<file path="config.mk">
export PLATFORM = sky130hd
export DESIGN_NAME = ula_sequencer
export DESIGN_NICKNAME = d
export VERILOG_FILES = /design/src/rtl/ula_sequencer.sv
export SDC_FILE = /design/constraint.sdc
export NUM_CORES = 1
export LEC_CHECK = 0
export ABC_AREA = 1
export CAP_MARGIN = 20
export CORE_MARGIN = 2
export CORE_UTILIZATION = 43
export CTS_CLUSTER_SIZE = 10
export DETAILED_ROUTE_END_ITERATION = 10
export PLACE_DENSITY = 0.85
export SYNTH_ARGS = -nofsm -noshare
export SYNTH_HDL_FRONTEND = slang
export SYNTH_SLANG_ARGS = --single-unit
</file>
<file path="constraint.sdc">
create_clock -name clock -period 2.4 [get_ports clock]
set_input_delay 0.48 -clock clock [delete_from_list [all_inputs] [get_ports clock]]
set_output_delay 0.48 -clock clock [all_outputs]
set_load 0.01 [all_outputs]
</file>
<file path="src/rtl/ula_sequencer.sv">
// Multicycle control FSM for the register-file + SrcB mux + ULA datapath (IDLE/DECODE/EXECUTE/WRITEBACK).
// Optional feature: define SEQ_COND_SKIP_EN to suppress write-back when cond=1 and the prior zero_flag=1.
module ula_sequencer #(
  parameter int unsigned DATA_W = 8,
  parameter int unsigned ADDR_W = 3,
  parameter int unsigned CNT_W  = 8
) (
  input  logic              clock,
  input  logic              reset,
  input  logic              instr_valid,
  output logic              instr_ready,
  input  logic [13:0]       instr,
  input  logic [DATA_W-1:0] imm,
  output logic [ADDR_W-1:0] rf_addr1,
  output logic [ADDR_W-1:0] rf_addr2,
  output logic [ADDR_W-1:0] rf_waddr,
  output logic              rf_we,
  output logic [DATA_W-1:0] rf_wdata,
  output logic              srcb_sel,
  output logic [DATA_W-1:0] srcb_imm,
  output logic [2:0]        ula_control,
  input  logic [DATA_W-1:0] ula_result,
  input  logic              ula_zero,
  output logic              busy,
  output logic              done,
  output logic              zero_flag,
  output logic [CNT_W-1:0]  instr_count
);

`ifdef SEQ_COND_SKIP_EN
  localparam bit CondSkip = 1'b1;
`else
  localparam bit CondSkip = 1'b0;
`endif

  typedef enum logic [1:0] {
    IDLE,
    DECODE,
    EXECUTE,
    WRITEBACK
  } state_e;

  state_e              state_q, state_d;
  logic [13:0]         instr_q;
  logic [DATA_W-1:0]   imm_q;
  logic [DATA_W-1:0]   wdata_q;
  logic                zero_q;
  logic                we_q;
  logic                done_q;
  logic                ready_q;
  logic                busy_q;
  logic [CNT_W-1:0]    count_q;
  logic                skip;

  always_comb begin
    state_d = state_q;
    case (state_q)
      IDLE:      state_d = instr_valid ? DECODE : IDLE;
      DECODE:    state_d = EXECUTE;
      EXECUTE:   state_d = WRITEBACK;
      WRITEBACK: state_d = IDLE;
      default:   state_d = IDLE;
    endcase
  end

  // zero_q still holds the previous instruction's flag when this is sampled at the EXECUTE edge
  assign skip = CondSkip && instr_q[13] && zero_q;

  always_ff @(posedge clock) begin
    if (reset) begin
      state_q <= IDLE;
      instr_q <= '0;
      imm_q   <= '0;
      wdata_q <= '0;
      zero_q  <= 1'b0;
      we_q    <= 1'b0;
      done_q  <= 1'b0;
      ready_q <= 1'b1;
      busy_q  <= 1'b0;
      count_q <= '0;
    end else begin
      state_q <= state_d;
      ready_q <= (state_d == IDLE);
      busy_q  <= (state_d != IDLE);
      we_q    <= 1'b0;
      done_q  <= 1'b0;
      case (state_q)
        IDLE: begin
          if (instr_valid) begin
            instr_q <= instr;
            imm_q   <= imm;
          end
        end
        EXECUTE: begin
          wdata_q <= ula_result;
          zero_q  <= ula_zero;
          we_q    <= !skip;
          done_q  <= 1'b1;
          count_q <= count_q + CNT_W'(1);
        end
        default: ;
      endcase
    end
  end

  assign rf_addr1    = ADDR_W'(instr_q[5:3]);
  assign rf_addr2    = ADDR_W'(instr_q[2:0]);
  assign rf_waddr    = ADDR_W'(instr_q[8:6]);
  assign srcb_sel    = instr_q[9];
  assign ula_control = instr_q[12:10];
  assign srcb_imm    = imm_q;
  assign rf_wdata    = wdata_q;
  assign rf_we       = we_q;
  assign done        = done_q;
  assign zero_flag   = zero_q;
  assign instr_ready = ready_q;
  assign busy        = busy_q;
  assign instr_count = count_q;

endmodule

</file>
==> flow_summary.json, run 1 <==
{
  "rrSetupSlack_ns": 0.88,
  "drt_iter0_markers": 87,
  "critPathBufInv": 1,
  "post_cts_resized": 0,
  "path_delay_family": "buffers and inverters",
  "io_buffers": 74,
  "r2r_cells": 8,
  "htree_levels": 2,
  "crit_start": "instr_count[0]$_SDFFE_PP0P_",
  "cts_root_buf": "clkbuf_4",
  "hold_violations": 0,
  "clock-sinks": 43,
  "gp_congestion": 0.737,
  "rr_endpoint": "busy$_SDFF_PP0_",
  "required_ns": 1.92,
  "grtUsageTotal": 0.196,
  "area_growth_pct": 53.8,
  "grt_pass1_vias": 1477,
  "max_freq_mhz": 549,
  "grt_overflow_total": 0,
  "worst-setup-path-type": "reg2out",
  "drt_wl_total_mm": 3.58,
  "max_cap_viol_count": 0,
  "min_path_type": "reg2reg",
  "cts_hold_repair.buffers": 0,
  "peakVddDrop_uv": 332,
  "die_w_microns": 64.1,
  "synth_top_family_by_area": "simple AND/OR/NAND/NOR gates",
  "cp-end-kind": "output pin",
  "power.total_mw": 1.54,
  "core_sq_um": 3420,
  "numCtsBuffers": 5,
  "drv_slew": 0,
  "muxShareOfSynthArea": 0,
  "remaining_drc_errors": 0,
  "syn_area_per_cell_sq_um": 7.81,
  "grt_first_pass_wirelength_mm": 6.27,
  "synth_fp_nets": 237,
  "worstPathArrival_ns": 1.34,
  "io_pins": 76,
  "critPathMaxFanout": 5,
  "ys_ff_latch": 43,
  "fp-row-count": 21,
  "rr_startpoint": "state_q[0]$_SDFF_PP0_",
  "synthCells": 199,
  "grt_setup_unrepaired": "false",
  "synth_fa_ha_area_frac": 0.0322,
  "p_per_area_nw_per_um2": 646,
  "cp_slowest_cell": "clkdlybuf4s50_1",
  "cp.depth": 1,
  "yosys_warnings": 0,
  "fp.dieH_microns": 64.1,
  "syn_area_sq_um": 1550,
  "clkTransAtPathRegs_ns": 0.13,
  "seqPwrFrac": 0.532,
  "fin_nets": 311,
  "p_leak_nw": 0.987,
  "pwr-share-comb": 0.247,
  "clock_latency_ns": 0.35,
  "path_cells": "clkdlybuf4s50_1",
  "synth_compound_area_frac": 0.126,
  "tns_ns": 0,
  "drt_pass1_iterations": 4,
  "cts_max_path_buffers": 2,
  "outcome": "finished clean",
  "start_kind": "flip-flop",
  "start_util": 0.455,
  "setup_viol": 0,
  "p_sw_uw": 437,
  "yosysTopAreaCell": "dfxtp_1",
  "endpoint": "instr_count[0]",
  "switching_share": 0.283,
  "drive_above_1_share": 0.0438,
  "p_int_mw": 1.11,
  "timing.final.crit_share": 0.759,
  "detail_route.wl_per_cell_microns": 11.2,
  "hpwl_mm": 2.58,
  "fin_skew_ns": 0.00754,
  "die-area_sq_um": 4110,
  "antenna_found_initial": 0,
  "yosys.area_share.xor_xnor": 0,
  "viasPerCell": 4.66,
  "antenna_cells": 0,
  "netlist_top_cells_area": "dfxtp_1, nor2_1, o21ai_0",
  "cts_tree": "yes",
  "synth.top_cell.area_share": 0.554,
  "seq_area_frac_synth": 0.554,
  "post_cts_buffers": 0,
  "synth-simple-area-share": 0.227,
  "final_core_util": 0.700,
  "finalCriticalPeriod_ns": 1.82,
  "slew_headroom": 0.582,
  "grt_max_degree": 25,
  "dr_total_vias": 1492,
  "ant_nets": 0,
  "slowest_delay_ns": 0.58,
  "synth_cell_types": 14,
  "clkPwrFrac": 0.221,
  "worst_slew_pin_slew_ns": 0.626
}
-- power by group through the flow --
| stage | Combinational, mW | Clock (mW) | Sequential, mW |
|---|---|---|---|
| final | 0.381 | 0.342 | 0.821 |
| after floorplan | 0.132 | 0 | 0.869 |
| after global placement | 0.378 | 0 | 0.834 |
| after CTS | 0.386 | 0.355 | 0.822 |
| after detailed placement | 0.384 | 0 | 0.838 |
| after global routing | 0.419 | 0.393 | 0.831 |
-- synthesized netlist by cell type, drive strengths merged --
master / count
nor2: 75
dfxtp: 43
nand4: 1
nor3: 1
nand2: 10
a21oi: 6
buf: 8
inv: 12
o21ai: 33
ha: 4
nand3: 4
clkbuf: 2
-- registers in the layout, indices dropped and copies added, names as in the netlist --
name,flops
state_q,2
instr_count,8
zero_flag,1
done,1
rf_wdata,8
instr_ready,1
busy,1
instr_q,13
srcb_imm,8
-- logic make-up (layout without fill, tap and decap cells) --
kind of cell	count (synthesis)	count (layout)
flip-flops	43	43
AO/OA/AOI/OAI	39	39
AND/OR/NAND/NOR	91	91
buffers and inverters	22	97
adder cells (fa/ha/maj)	4	4
-- worst register-to-register path, stage by stage (launching register included) --
cell     delay [ns]
dfxtp_1        0.33
inv_1          0.06
ha_1           0.26
inv_1          0.32
nor2_1         0.07
a21oi_1        0.15
nor2_1         0.07
nor2_1         0.12
inv_1          0.05
-- stage by stage --
stage                     cells  hold WS (ns)  cell area (sq um)  worst slack (ns)
final                       320         0.493               2390             0.579
after global routing        320         0.524               2390             0.498
after detailed placement    312         0.475               2340             0.566
after floorplan             199         0.496               1550              1.26
after global placement      312         0.463               2340             0.596
after CTS                   320         0.497               2390             0.552
-- layer usage --
metal / global-route usage / part of all wire / wire (microns) / up-vias
met3: 0.0810 / 0.097 / 346 / 7
met1: 0.206 / 0.43 / 1520 / 654
li1: - / - / - / 775
met5: 0 / 0 / 0 / -
met2: 0.348 / 0.46 / 1660 / 56
met4: 0.0718 / 0.014 / 51 / 0
-- worst min path at each step --
stage,from,to,slack (ns),cells after the start
after floorplan,instr_count[3]$_SDFFE_PP0P_,instr_count[3]$_SDFFE_PP0P_,0.50,1
after global placement,instr_q[4]$_SDFFE_PP0P_,instr_q[4]$_SDFFE_PP0P_,0.46,2
after detailed placement,srcb_imm[4]$_SDFFE_PP0P_,srcb_imm[4]$_SDFFE_PP0P_,0.47,2
after CTS,srcb_imm[2]$_SDFFE_PP0P_,srcb_imm[2]$_SDFFE_PP0P_,0.50,2
after global routing,srcb_imm[1]$_SDFFE_PP0P_,srcb_imm[1]$_SDFFE_PP0P_,0.52,2
final,srcb_imm[2]$_SDFFE_PP0P_,srcb_imm[2]$_SDFFE_PP0P_,0.49,2
-- layout make-up --
| type | instances | area, sq um |
|---|---|---|
| Fill cell | 297 | 1030 |
| Sequential cell | 43 | 861 |
| Timing Repair Buffer | 77 | 776 |
| Multi-Input combinational cell | 134 | 598 |
| Tap cell | 46 | 57.6 |
| Inverter | 12 | 45.0 |
| Clock buffer | 5 | 37.5 |
| Clock inverter | 3 | 15.0 |
-- layout by cell type, fill, tap and decap left out --
| cell type | netlist | layout |
|---|---|---|
| nor2_2 | 1 | 1 |
| dfxtp_1 | 43 | 43 |
| ha_1 | 4 | 4 |
| o21ai_0 | 33 | 33 |
| nor3_1 | 1 | 1 |
| clkdlybuf4s50_1 | 0 | 74 |
| inv_1 | 12 | 12 |
| clkbuf_4 | 0 | 5 |
| nor2_1 | 74 | 74 |
| a21oi_1 | 6 | 6 |
| clkinv_2 | 0 | 3 |
| nand4_1 | 1 | 1 |
| nand3_1 | 4 | 4 |
| buf_12 | 0 | 1 |
| nand2_1 | 10 | 10 |
| buf_4 | 1 | 2 |
(Power assumes the default switching activity.)
==> inputs of run 2 (changes only) <==
Settings changed: CORE_UTILIZATION 43 to 36, PLACE_DENSITY 0.85 to 0.75.
Clock period 2.4 ns to 1.6 ns, I/O delays scaled along.
==> flow_summary.json, run 2 (synthesized netlist as in run 1, its figures left out) <==
{
  "die_w_microns": 69.7,
  "clock-sinks": 43,
  "final_common_cell": "nor2_1",
  "max_cap_viol_count": 0,
  "grt_max_degree": 22,
  "regMostFlops": "instr_q",
  "placed_cells": 319,
  "p_per_area_nw_per_um2": 1030,
  "largest_reg_flops": 13,
  "numCtsBuffers": 5,
  "fp.dieH_microns": 69.7,
  "cp-end-kind": "output pin",
  "grt_overflow_total": 0,
  "slew_headroom": 0.858,
  "fin_skew_ns": 0.00680,
  "clkTransAtPathRegs_ns": 0.08,
  "outcome": "finished clean",
  "min_path_cells": 1,
  "r2r_cells": 7,
  "rr_startpoint": "state_q[0]$_SDFF_PP0_",
  "cp_slowest_cell": "clkdlybuf4s50_1",
  "drive_above_1_share": 0.0542,
  "detail_route.wl_per_cell_microns": 11.3,
  "path_cells": "clkdlybuf4s50_1",
  "min_from": "instr_count[3]$_SDFFE_PP0P_",
  "max_freq_mhz": 657,
  "fillCellCount": 382,
  "grtUsageTotal": 0.156,
  "antenna_found_initial": 0,
  "drt_pass1_iterations": 4,
  "drt_iter0_markers": 55,
  "grt_first_pass_wirelength_mm": 6.07,
  "setup_viol": 0,
  "io_buffers": 74,
  "required_ns": 1.28,
  "hold_violations": 0,
  "core_sq_um": 4090,
  "gp_congestion": 0.709,
  "clock_latency_ns": 0.29,
  "rr_endpoint": "instr_count[6]$_SDFFE_PP0P_",
  "ant_nets": 0,
  "drt_wl_total_mm": 3.68,
  "die-area_sq_um": 4860,
  "grt.busiest_layer": "met2",
  "worstPathArrival_ns": 1.20,
  "start_util": 0.380,
  "area_growth_pct": 59.1,
  "cts_tree": "yes",
  "grtUsageMet1": 0.173,
  "viasPerCell": 4.53,
  "htree_levels": 2,
  "hpwl_mm": 2.61,
  "final_cell_mix": "nor2_1, clkdlybuf4s50_1, dfxtp_1, o21ai_0, inv_1",
  "remaining_drc_errors": 0,
  "min_path_type": "reg2reg",
  "fin_nets": 314,
  "antenna_cells": 0,
  "p_leak_nw": 1.07,
  "path_delay_family": "buffers and inverters",
  "finalNonFillerCells": 327,
  "dr_total_vias": 1482,
  "tns_ns": 0,
  "worst-setup-path-type": "reg2out",
  "rrSetupSlack_ns": 0.34,
  "start_kind": "flip-flop",
  "cts_max_path_buffers": 2,
  "critPathMaxFanout": 4,
  "fp-row-count": 23,
  "finalCriticalPeriod_ns": 1.52,
  "timing.final.crit_share": 0.952,
  "drv_slew": 0,
  "worst_slew_pin_slew_ns": 0.213,
  "cts_root_buf": "clkbuf_8",
  "final_core_util": 0.605,
  "groute.layer.met3.usage": 0.0727,
  "peakVddDrop_uv": 656,
  "grt_pass1_vias": 1364,
  "io_pins": 76,
  "met2_usage": 0.260,
  "critPathBufInv": 1,
  "grt_setup_unrepaired": "false",
  "slowest_delay_ns": 0.55,
  "min_delay_worst_endpoint": "instr_count[3]$_SDFFE_PP0P_",
  "post_cts_buffers": 0
}
run 2: cell count changes in the layout (fill, tap and decap cells not counted), sizes merged:
cell,before,now
clkdlybuf4s50,74,70
buf,3,6
clkinv,3,0
dlygate4sd2,0,1
dlymetal6s2s,0,3
clkbuf,5,8
run 2: how the worst max path moves through the flow:
stage / from / endpoint / cells after the start
3_3_place_gp: reset / instr_count[3]$_SDFFE_PP0P_ / 5
5_1_grt: instr_count[6]$_SDFFE_PP0P_ / instr_count[6] / 1
6_report: instr_count[6]$_SDFFE_PP0P_ / instr_count[6] / 1
2_1_floorplan: state_q[0]$_SDFF_PP0_ / instr_count[6]$_SDFFE_PP0P_ / 7
4_1_cts: instr_count[0]$_SDFFE_PP0P_ / instr_count[0] / 1
3_5_place_dp: reset / instr_count[0]$_SDFFE_PP0P_ / 5
run 2: layer usage:
metal  vias up  wire, microns  share of wire
met5         -              0              0
met4         0             61          0.017
met3         7            289          0.079
met2        50           1730           0.47
met1       647           1600           0.43
li1        778              -              -
run 2: power breakdown:
part	switching (mW)	total, mW	internal (mW)
Combinational	0.258	0.589	0.331
Clock	0.338	0.732	0.394
Sequential	0.0513	1.23	1.18
Total	0.648	2.55	1.90
run 2: cell type report:
cell class	count	area [sq um]	share of cell area
clock buffers	8	100	0.0405
inverters	12	45.0	0.0182
multi-input cells	134	598	0.242
flip-flops and latches	43	862	0.349
well taps	50	62.6	0.0253
repair buffers	80	805	0.325
run 2: per-stage QoR:
stage	cell area (sq um)	setup slack (ns)	hold slack [ns]	total power, mW
2_1_floorplan	1550	0.459	0.392	1.50
3_3_place_gp	2360	0.142	0.462	1.84
3_5_place_dp	2360	0.116	0.473	1.85
4_1_cts	2460	0.00920	0.489	2.60
5_1_grt	2470	0.0219	0.484	2.71
6_report	2470	0.0772	0.466	2.55
run 2: repair_timing:
| item | 4_1_cts | 5_1_grt |
|---|---|---|
| cloned | 0 | 0 |
| hold buffers | 0 | 0 |
| endpoints found under the setup margin | 1 | 4 |
| gates resized for setup | 1 | 4 |
==> inputs of run 3 (changes only) <==
Settings changed: ABC_AREA 1 to 0.
==> flow_summary.json, run 3 <==
{
  "cts_max_path_buffers": 2,
  "fp.dieH_microns": 69.8,
  "slew_headroom": 0.827,
  "ys_ff_latch": 43,
  "tns_ns": 0,
  "whs_ns": 0.454,
  "critPathMaxFanout": 4,
  "core_sq_um": 4090,
  "max_cap_viol_count": 0,
  "seq_area_frac_synth": 0.552,
  "grt_max_degree": 21,
  "rr_startpoint": "state_q[0]$_SDFF_PP0_",
  "hold_violations": 0,
  "final_common_cell": "clkdlybuf4s50_1",
  "clock_latency_ns": 0.29,
  "clock-sinks": 43,
  "dr_total_vias": 1415,
  "antenna_cells": 0,
  "synth_edf_count": 0,
  "critPathBufInv": 1,
  "synth_cell_types": 21,
  "setup_viol": 0,
  "stdcell_area_sq_um": 2470,
  "drt_wl_total_mm": 3.54,
  "netlist_top_cells_area": "dfxtp_1, nand2_1, a21oi_1",
  "finalCriticalPeriod_ns": 1.55,
  "start_kind": "flip-flop",
  "min_path_cells": 2,
  "grt_pass1_vias": 1313,
  "fp-row-count": 23,
  "io_buffers": 74,
  "final_core_util": 0.604,
  "io_pins": 76,
  "fin_nets": 292,
  "ys_top_cells_by_count": "nand2_1, dfxtp_1, a21oi_1",
  "clkTransAtPathRegs_ns": 0.07,
  "cts_tree": "yes",
  "p_per_area_nw_per_um2": 949,
  "cts_root_buf": "clkbuf_8",
  "timing.final.crit_share": 0.966,
  "start_util": 0.382,
  "final_cell_mix": "clkdlybuf4s50_1, nand2_1, dfxtp_1, a21oi_1, nor2_1",
  "die_w_microns": 69.8,
  "path_delay_family": "buffers and inverters",
  "worstPathArrival_ns": 1.23,
  "detail_route.wl_per_cell_microns": 11.6,
  "remaining_drc_errors": 0,
  "grt_setup_unrepaired": "false",
  "grt_first_pass_wirelength_mm": 5.89,
  "min_delay_worst_endpoint": "instr_q[11]$_SDFFE_PP0P_",
  "slowest_delay_ns": 0.56,
  "syn_area_per_cell_sq_um": 8.92,
  "max_freq_mhz": 647,
  "async_flop_share": 0,
  "die-area_sq_um": 4880,
  "power.total_mw": 2.34,
  "min_path_type": "reg2reg",
  "grtUsageTotal": 0.150,
  "synth_most_common_cell": "nand2_1",
  "htree_levels": 2,
  "synth_fp_nets": 213,
  "cts_hold_repair.buffers": 0,
  "viasPerCell": 4.64,
  "cp.depth": 1,
  "worst_slew_pin_slew_ns": 0.259,
  "drive_above_1_share": 0.0863,
  "synth_ff_type": "dfxtp_1",
  "numCtsBuffers": 5,
  "worst-setup-path-type": "reg2out",
  "largest_reg_flops": 13,
  "syn_area_sq_um": 1560,
  "hpwl_mm": 2.58,
  "path_cells": "clkdlybuf4s50_1",
  "synthCells": 175,
  "drt_pass1_iterations": 4,
  "min_from": "instr_q[11]$_SDFFE_PP0P_",
  "post_cts_buffers": 0,
  "ant_nets": 0,
  "antenna_found_initial": 0,
  "area_growth_pct": 58.1,
  "gp_congestion": 0.766,
  "drt_iter0_markers": 29,
  "r2r_cells": 5,
  "p_leak_nw": 0.952,
  "peakVddDrop_uv": 621,
  "outcome": "finished clean",
  "regMostFlops": "instr_q",
  "cp_slowest_cell": "clkdlybuf4s50_1",
  "rrSetupSlack_ns": 0.16,
  "rr_endpoint": "instr_count[7]$_SDFFE_PP0P_",
  "post_cts_resized": 3,
  "synth.top_cell.area_share": 0.552,
  "yosys_warnings": 0,
  "grt_overflow_total": 0,
  "drv_slew": 0,
  "cp-end-kind": "output pin",
  "fin_skew_ns": 0.00337,
  "yosysTopAreaCell": "dfxtp_1",
  "required_ns": 1.28,
  "placed_area_sq_um": 2380
}
run 3: cell types whose count changed in the layout (fill, tap and decap cells not counted), sizes merged, moves of 2 or more:
cell and delta:
o21ai -30, nor2b +2, buf +3, nand3 -2
inv -10, dlymetal6s2s -2, a21oi +18, nor2 -59
clkdlybuf4s50 +3, nand4 +2, or3 +3, nand2 +35
mux2i +11, xor2 +3
run 3: final cells by class:
type / instances / area, sq um
Fill cell: 374 / 1620
Multi-Input combinational cell: 119 / 638
Clock buffer: 7 / 76.3
Tap cell: 50 / 62.6
Inverter: 2 / 7.51
Sequential cell: 43 / 867
Clock inverter: 1 / 5.00
Timing Repair Buffer: 83 / 811
run 3: kinds of logic after synthesis:
logic type | count (synthesis) | share of synthesized area
and+or+nand+nor | 73 | 0.197
DFF | 43 | 0.552
AOI/OAI and AO/OA | 27 | 0.0866
buffers and inverters | 13 | 0.0393
muxes | 11 | 0.0706
xor gates and xnor gates | 4 | 0.0225
adders and majority gates | 4 | 0.0321
run 3: how the worst max path moves through the flow:
stage / start / endpoint / slack, ns
after CTS: instr_count[5]$_SDFFE_PP0P_ / instr_count[5] / 0.01
after global routing: instr_count[4]$_SDFFE_PP0P_ / instr_count[4] / 0.005
final: instr_count[6]$_SDFFE_PP0P_ / instr_count[6] / 0.05
after global placement: instr_valid / srcb_imm[7]$_SDFFE_PP0P_ / 0.19
after detailed placement: state_q[0]$_SDFF_PP0_ / instr_count[7]$_SDFFE_PP0P_ / 0.14
after floorplan: state_q[0]$_SDFF_PP0_ / instr_count[7]$_SDFFE_PP0P_ / 0.30
run 3: metal layers:
layer | share of wire | global-route usage | vias up
met3 | 0.072 | 0.0509 | 5
met4 | 0.0088 | 0.0513 | 0
li1 | - | - | 725
met1 | 0.44 | 0.181 | 634
met5 | 0 | 0 | -
met2 | 0.48 | 0.249 | 51
run 3: power breakdown:
group	internal, mW	switching, mW
Combinational	0.294	0.212
Sequential	1.15	0.0397
Clock	0.306	0.338
Total	1.75	0.590
run 3: per-stage QoR:
| stage | worst slack [ns] | std cells |
|---|---|---|
| global placement | 0.194 | 297 |
| global route | 0.00527 | 305 |
| floorplan | 0.304 | 175 |
| finish | 0.0537 | 305 |
| detailed placement | 0.141 | 297 |
| CTS | 0.0134 | 305 |
